## config.mk

```make
export PLATFORM = sky130hd
export DESIGN_NAME = dm_slave_axi_bridge
export DESIGN_NICKNAME = d
export VERILOG_FILES = /design/src/rtl/ariane_axi_pkg.sv /design/src/rtl/dm_bridge_pkg.sv /design/src/rtl/dm_bridge_addr_gen.sv /design/src/rtl/dm_slave_axi_bridge.sv
export SDC_FILE = /design/constraint.sdc
export NUM_CORES = 1
export LEC_CHECK = 0
export ABC_AREA = 0
export BUFFER_PORTS_ARGS = -buffer_cell sky130_fd_sc_hd__buf_2
export CAP_MARGIN = 20
export CORE_AREA = 4 4 210 212
export DETAILED_ROUTE_END_ITERATION = 8
export DIE_AREA = 0 0 214 216
export GPL_TIMING_DRIVEN = 0
export PLACE_DENSITY = 0.49
export SYNTH_ARGS = -nofsm -noshare
export SYNTH_HDL_FRONTEND = slang
export SYNTH_SLANG_ARGS = --single-unit
```

## constraint.sdc

```tcl
create_clock -name clk_i -period 19.3 [get_ports clk_i]
set_clock_uncertainty 0.15 [all_clocks]
set_input_delay 4.825 -clock clk_i [delete_from_list [all_inputs] [get_ports clk_i]]
set_output_delay 4.825 -clock clk_i [all_outputs]
set_load 0.05 [all_outputs]
```

## src/rtl/ariane_axi_pkg.sv

```systemverilog
// AXI4 request/response bundles for the SoC bus side of the debug bridge.
// Widths: 4-bit ID, 64-bit address and data.
package ariane_axi;
    localparam int unsigned IdWidth   = 4;
    localparam int unsigned AddrWidth = 64;
    localparam int unsigned DataWidth = 64;
    localparam int unsigned StrbWidth = DataWidth / 8;

    typedef struct packed {
        logic [IdWidth-1:0]   id;
        logic [AddrWidth-1:0] addr;
        logic [7:0]           len;
        logic [2:0]           size;
        logic [1:0]           burst;
        logic                 lock;
        logic [3:0]           cache;
        logic [2:0]           prot;
        logic [3:0]           qos;
    } ax_chan_t;

    typedef struct packed {
        logic [DataWidth-1:0] data;
        logic [StrbWidth-1:0] strb;
        logic                 last;
    } w_chan_t;

    typedef struct packed {
        logic [IdWidth-1:0] id;
        logic [1:0]         resp;
    } b_chan_t;

    typedef struct packed {
        logic [IdWidth-1:0]   id;
        logic [DataWidth-1:0] data;
        logic [1:0]           resp;
        logic                 last;
    } r_chan_t;

    typedef struct packed {
        ax_chan_t aw;
        logic     aw_valid;
        w_chan_t  w;
        logic     w_valid;
        logic     b_ready;
        ax_chan_t ar;
        logic     ar_valid;
        logic     r_ready;
    } req_t;

    typedef struct packed {
        logic    aw_ready;
        logic    ar_ready;
        logic    w_ready;
        logic    b_valid;
        b_chan_t b;
        logic    r_valid;
        r_chan_t r;
    } resp_t;
endpackage

```

## src/rtl/dm_bridge_pkg.sv

```systemverilog
// Shared types and constants for the debug-memory AXI slave bridge.
// Optional burst support is selected with DM_SLV_BRIDGE_BURST_EN.
package dm_bridge_pkg;
    typedef enum logic [2:0] {
        IDLE,
        RD_REQ,
        RD_DATA,
        WR_DATA,
        WR_RESP
    } state_e;

    localparam logic [1:0] BURST_FIXED = 2'b00;
    localparam logic [1:0] BURST_INCR  = 2'b01;
    localparam logic [1:0] BURST_WRAP  = 2'b10;

    localparam logic [1:0] RESP_OKAY   = 2'b00;
    localparam logic [1:0] RESP_SLVERR = 2'b10;

    localparam logic [2:0] MAX_SIZE = 3'd3;

    // FIXED and INCR are the only burst kinds the bridge can serve
    function automatic logic burst_supported(input logic [1:0] burst);
        return (burst == BURST_FIXED) || (burst == BURST_INCR);
    endfunction
endpackage

```

## src/rtl/dm_bridge_addr_gen.sv

```systemverilog
// Next-beat address and unsupported-transaction decode for the bridge.
// With DM_SLV_BRIDGE_BURST_EN undefined, only single beats are legal.
module dm_bridge_addr_gen
    import dm_bridge_pkg::*;
#(
    parameter int unsigned AXI_ADDR_WIDTH = 64
) (
    input  logic [AXI_ADDR_WIDTH-1:0] addr_i,
    input  logic [2:0]                size_i,
    input  logic [1:0]                burst_i,
    input  logic [7:0]                len_i,
    output logic [AXI_ADDR_WIDTH-1:0] next_addr_o,
    output logic                      err_o
);

`ifdef DM_SLV_BRIDGE_BURST_EN
    logic unused_len;
    assign unused_len = ^len_i;

    // INCR steps by the beat size with modular wrap; FIXED stays put
    always_comb begin
        next_addr_o = addr_i;
        if (burst_i == BURST_INCR) begin
            next_addr_o = addr_i + (AXI_ADDR_WIDTH'(1) << size_i);
        end
        err_o = !burst_supported(burst_i) || (size_i > MAX_SIZE);
    end
`else
    // Single-beat build: address never advances, any burst is an error
    always_comb begin
        next_addr_o = addr_i;
        err_o = !burst_supported(burst_i) || (size_i > MAX_SIZE)
              || (len_i != 8'd0);
    end
`endif

endmodule

```

## src/rtl/dm_slave_axi_bridge.sv

```systemverilog
// AXI4 slave to debug-memory bridge: one transaction at a time, split into
// single-beat strobes. Burst support is enabled by DM_SLV_BRIDGE_BURST_EN.
module dm_slave_axi_bridge
    import dm_bridge_pkg::*;
#(
    parameter int unsigned AXI_ADDR_WIDTH = 64,
    parameter int unsigned AXI_DATA_WIDTH = 64,
    parameter int unsigned AXI_STRB_WIDTH = AXI_DATA_WIDTH / 8
) (
    input  logic                      clk_i,
    input  logic                      rst_i,
    input  ariane_axi::req_t          axi_req_i,
    output ariane_axi::resp_t         axi_resp_o,
    output logic                      slave_req_o,
    output logic                      slave_we_o,
    output logic [AXI_ADDR_WIDTH-1:0] slave_addr_o,
    output logic [AXI_STRB_WIDTH-1:0] slave_be_o,
    output logic [AXI_DATA_WIDTH-1:0] slave_wdata_o,
    input  logic [AXI_DATA_WIDTH-1:0] slave_rdata_i
);

    state_e                    state_q, state_d;
    logic [AXI_ADDR_WIDTH-1:0] addr_q, addr_d;
    logic [3:0]                id_q, id_d;
    logic [7:0]                len_q, len_d;
    logic [2:0]                size_q, size_d;
    logic [1:0]                burst_q, burst_d;
    logic [7:0]                cnt_q, cnt_d;
    logic [AXI_DATA_WIDTH-1:0] rdata_q, rdata_d;
    logic                      fresh_q, fresh_d;
    logic                      wr_prio_q, wr_prio_d;

    logic [AXI_ADDR_WIDTH-1:0] next_addr;
    logic                      err;
    logic                      is_last;
    logic                      pick_w;
    logic                      pick_r;

    logic unused_axi;
    assign unused_axi = ^{axi_req_i.aw.lock, axi_req_i.aw.cache,
                          axi_req_i.aw.prot, axi_req_i.aw.qos,
                          axi_req_i.ar.lock, axi_req_i.ar.cache,
                          axi_req_i.ar.prot, axi_req_i.ar.qos,
                          axi_req_i.w.last};

    dm_bridge_addr_gen #(
        .AXI_ADDR_WIDTH(AXI_ADDR_WIDTH)
    ) u_addr_gen (
        .addr_i     (addr_q),
        .size_i     (size_q),
        .burst_i    (burst_q),
        .len_i      (len_q),
        .next_addr_o(next_addr),
        .err_o      (err)
    );

    assign is_last = (cnt_q == len_q);
    assign pick_w  = axi_req_i.aw_valid
                   && (!axi_req_i.ar_valid || wr_prio_q);
    assign pick_r  = axi_req_i.ar_valid && !pick_w;

    // Next-state, AXI handshakes and memory strobe generation
    always_comb begin
        state_d   = state_q;
        addr_d    = addr_q;
        id_d      = id_q;
        len_d     = len_q;
        size_d    = size_q;
        burst_d   = burst_q;
        cnt_d     = cnt_q;
        rdata_d   = rdata_q;
        fresh_d   = 1'b0;
        wr_prio_d = wr_prio_q;

        axi_resp_o    = '0;
        slave_req_o   = 1'b0;
        slave_we_o    = 1'b0;
        slave_addr_o  = {addr_q[AXI_ADDR_WIDTH-1:3], 3'b000};
        slave_be_o    = '0;
        slave_wdata_o = '0;

        unique case (state_q)
            IDLE: begin
                if (!rst_i && pick_w) begin
                    axi_resp_o.aw_ready = 1'b1;
                    addr_d    = AXI_ADDR_WIDTH'(axi_req_i.aw.addr);
                    id_d      = axi_req_i.aw.id;
                    len_d     = axi_req_i.aw.len;
                    size_d    = axi_req_i.aw.size;
                    burst_d   = axi_req_i.aw.burst;
                    cnt_d     = 8'd0;
                    wr_prio_d = !wr_prio_q;
                    state_d   = WR_DATA;
                end else if (!rst_i && pick_r) begin
                    axi_resp_o.ar_ready = 1'b1;
                    addr_d    = AXI_ADDR_WIDTH'(axi_req_i.ar.addr);
                    id_d      = axi_req_i.ar.id;
                    len_d     = axi_req_i.ar.len;
                    size_d    = axi_req_i.ar.size;
                    burst_d   = axi_req_i.ar.burst;
                    cnt_d     = 8'd0;
                    wr_prio_d = !wr_prio_q;
                    state_d   = RD_REQ;
                end
            end
            RD_REQ: begin
                if (!err) begin
                    slave_req_o = 1'b1;
                    slave_be_o  = '1;
                end
                fresh_d = 1'b1;
                state_d = RD_DATA;
            end
            RD_DATA: begin
                if (fresh_q) begin
                    rdata_d = slave_rdata_i;
                end
                axi_resp_o.r_valid = 1'b1;
                axi_resp_o.r.id    = id_q;
                axi_resp_o.r.last  = is_last;
                if (err) begin
                    axi_resp_o.r.resp = RESP_SLVERR;
                    axi_resp_o.r.data = '0;
                end else begin
                    axi_resp_o.r.resp = RESP_OKAY;
                    axi_resp_o.r.data = fresh_q ? slave_rdata_i : rdata_q;
                end
                if (axi_req_i.r_ready) begin
                    if (is_last) begin
                        state_d = IDLE;
                    end else begin
                        cnt_d   = cnt_q + 8'd1;
                        addr_d  = next_addr;
                        state_d = RD_REQ;
                    end
                end
            end
            WR_DATA: begin
                axi_resp_o.w_ready = 1'b1;
                if (axi_req_i.w_valid) begin
                    if (!err) begin
                        slave_req_o   = 1'b1;
                        slave_we_o    = 1'b1;
                        slave_be_o    = axi_req_i.w.strb;
                        slave_wdata_o = axi_req_i.w.data;
                    end
                    if (is_last) begin
                        state_d = WR_RESP;
                    end else begin
                        cnt_d  = cnt_q + 8'd1;
                        addr_d = next_addr;
                    end
                end
            end
            WR_RESP: begin
                axi_resp_o.b_valid = 1'b1;
                axi_resp_o.b.id    = id_q;
                axi_resp_o.b.resp  = err ? RESP_SLVERR : RESP_OKAY;
                if (axi_req_i.b_ready) begin
                    state_d = IDLE;
                end
            end
            default: begin
                state_d = IDLE;
            end
        endcase
    end

    // State and transaction registers; reset drops any in-flight access
    always_ff @(posedge clk_i or posedge rst_i) begin
        if (rst_i) begin
            state_q   <= IDLE;
            addr_q    <= '0;
            id_q      <= '0;
            len_q     <= '0;
            size_q    <= '0;
            burst_q   <= '0;
            cnt_q     <= '0;
            rdata_q   <= '0;
            fresh_q   <= 1'b0;
            wr_prio_q <= 1'b1;
        end else begin
            state_q   <= state_d;
            addr_q    <= addr_d;
            id_q      <= id_d;
            len_q     <= len_d;
            size_q    <= size_d;
            burst_q   <= burst_d;
            cnt_q     <= cnt_d;
            rdata_q   <= rdata_d;
            fresh_q   <= fresh_d;
            wr_prio_q <= wr_prio_d;
        end
    end

endmodule

```

==> results.md <==
- Status: finished clean
- Drt via density: 4.13
- Hold Buf Count CTS: 0
- Met2 wire length: 15.8 mm
- Initial Util: 0.201
- Dominant cell type by area after synthesis: dfrtp_1
- Top cells by area, synth: dfrtp_1 45%, mux2i_1 17%, mux2_2 8.7%
- Worst path cell trace: buf_2, inv_8, o211ai_1, clkbuf_1, buf_2, nor4_1, buf_2
- Die Y: 216 µm
- Req. time, crit path: 14.33 ns
- Layout cells sized above 1: 0.474
- Via count: 7883
- Post-Syn Area: 8430 µm²
- Max-slew violations: 0
- Area Growth Syn to Fin: 45.4%
- Most common cell after layout, fill and taps aside: buf_2
- Relative slew slack: 0.435
- WL per Instance: 16.9 µm
- Vias in the first global route: 8334
- Port bufs: 507
- Critical path type: input pin to primary output
- H-tree depth: 4
- Pin count of the biggest net entering global routing: 84
- # clock sinks: 152
- HP Class: flop to flop
- Buf+Inv Stages, Crit Path: 5
- Met3 WL: 2.21 mm
- Initial antenna violation count: 1
- Drt pass-1 iters: 4
- DRT iter0 DRCs: 251
- CP max-delay cell: buf_2
- Critical Path Max Stage Delay: 0.36 ns
- Synth warnings: 0
- CP Capture Type: primary output
- Fmax: 85.6 MHz
- RSZ-0062 raised after global routing: false
- Most frequent cell on the critical path: buf_2
- Highest Signal Layer: met4
- Avg Cell Area, Syn: 10.2 µm²
- Skew-Pair Late Insertion Delay: 0.43 ns
- Hold Path End: addr_q[37]
- R2R Setup Slk: 16.38 ns
- Worst-case vdd ir drop: 0.0000628 V
- Final setup fails: 0
- Number of max-cap violations: 0
- Global Route Usage Sum: 0.136
- Static Leakage: 6.69 nW
- First-pass GRT wire length: 49.2 mm
- # DRC: 0
- Die width: 214 µm
- Global placer's final weighted congestion: 0.875
- Post-synth top area share: 0.448
- Hold Crit Start: addr_q[37]
- Worst-margin pin slew: 0.844 ns
- Synth cell types: 43
- Worst hold path depth: 2
- Startpoint types: input pin
- Fin crit period: 11.69 ns
- Pwr Density: 130 nW/µm²
- CTS Buf Count: 17
- Number of I/O pins: 550
- Total grt overflow: 0
- Clock transition at the registers of the reported paths: 0.06 ns
- Crit share post-route: 0.606
- Most frequent cells in the layout: 518 x buf_2, 151 x dfrtp_1, 143 x mux2i_1
- Setup TNS: 0 ns
- Post-Route WL: 32.3 mm
- Crit path max fanout: 72
- R2R Path End: cnt_q[4]
- Final Util: 0.292
- Post-DP HPWL: 26.3 mm
- Arrival @ worst endpoint: 6.71 ns
- CTS tree: done
- Post-route ant nets: 0
- Critical R2R Launch: state_q[1]
- Syn Inst Count: 827
- Delay-heaviest family, CP: buffers and inverters
- Full die area: 46200 µm²
- FP Rows: 75
- Setup Fix Bufs, Post-CTS: 0
- Layout net count: 1689
- Hold Vio Cnt, Final: 0
- Root buffer cell: clkbuf_16
- Sequential share of the synthesized area: 0.451
- Yosys reg bits: 152
- Clk buf depth: 2
- Met1 WL: 13.9 mm
- R2R depth: 7
- Core Area: 41900 µm²
- Resize count post-CTS: 0
kinds of logic (layout without fill, tap and decap cells):
logic type	count (synthesis)	after routing	share of synthesized area
compound gates	102	102	0.0668
xor+xnor	9	9	0.00935
fa+ha+maj	1	1	0.00148
buf+inv	75	612	0.0551
flops	152	152	0.451
mux	208	208	0.257
other cells	1	8	0.000445
simple gates	279	279	0.159
worst register-to-register path: cells and delay by family (launching register included):
| kind | cells | cell delay [ns] |
|---|---|---|
| simple gates | 3 | 1.20 |
| buf+inv | 3 | 0.97 |
| flops | 1 | 0.35 |
| mux | 1 | 0.11 |
metal layers:
layer	track usage	up-vias
met5	0	-
met4	0.0255	0
met2	0.230	299
met3	0.0460	14
li1	-	3868
met1	0.170	3702
how the worst max path moves through the flow:
stage	slack, ns	cells past startpoint	from	end
2_1_floorplan	4.16	5	rst_i	axi_resp_o[81]
6_report	7.61	7	rst_i	axi_resp_o[81]
5_1_grt	7.31	7	rst_i	axi_resp_o[81]
3_5_place_dp	7.42	7	rst_i	axi_resp_o[81]
3_3_place_gp	3.00	7	rst_i	axi_resp_o[81]
4_1_cts	7.42	7	rst_i	axi_resp_o[81]
metrics by stage:
stage          total power (W)  worst slack (ns)  cell area, µm²  hold slack [ns]  std cells
6_report               0.00160              7.61           12300            0.323       1910
5_1_grt                0.00171              7.31           12200            0.349       1907
4_1_cts                0.00162              7.42           12200            0.329       1907
3_5_place_dp           0.00129              7.42           11700            0.315       1878
3_3_place_gp           0.00128              3.00           11700            0.308       1877
2_1_floorplan          0.00108              4.16            8440            0.292        831
synth_stat cells, drive strengths merged:
cell     number
a22oi         1
ha            1
nand4         4
a211oi        2
nand3         2
a31o          1
xnor2         9
conb          1
and3          4
o22ai         2
dfstp         1
dfrtp       151
o21ba         1
and2         71
nor4          2
nor2b         2
mux2i       143
a21o          1
nand2       110
inv           8
mux2         65
nor3b         1
a21oi         4
buf          37
o2111ai       2
clkbuf       30
a31oi         2
or2           1
o211ai        6
or4           2
and4          4
o21ai        79
a2111o        1
nor3          6
nand4b        1
nand2b        1
nor2         68
layout make-up:
cell class / count / area, µm²
Fill cell: 4476 / 29700
Multi-Input combinational cell: 604 / 4180
Sequential cell: 152 / 3800
Timing Repair Buffer: 508 / 2560
Tap cell: 539 / 674
Clock buffer: 21 / 480
Buffer: 67 / 434
Clock inverter: 8 / 73.8
Inverter: 8 / 37.5
Antenna cell: 3 / 7.51
sequential cells by signal (all words and copies together) (netlist names):
register,flops
state_q,3
cnt_q,8
len_q,8
rdata_q,64
id_q,4
size_q,1
addr_q,61
wr_prio_q,1
burst_q,1
fresh_q,1
report_power, final:
part	total (W)	switching [W]	internal, W
clock network	0.000322	0.000134	0.000188
logic	0.000732	0.000486	0.000246
registers	0.000541	0.0000816	0.000460
total	0.00160	0.000701	0.000894
Power figures use the tool's default switching activity.
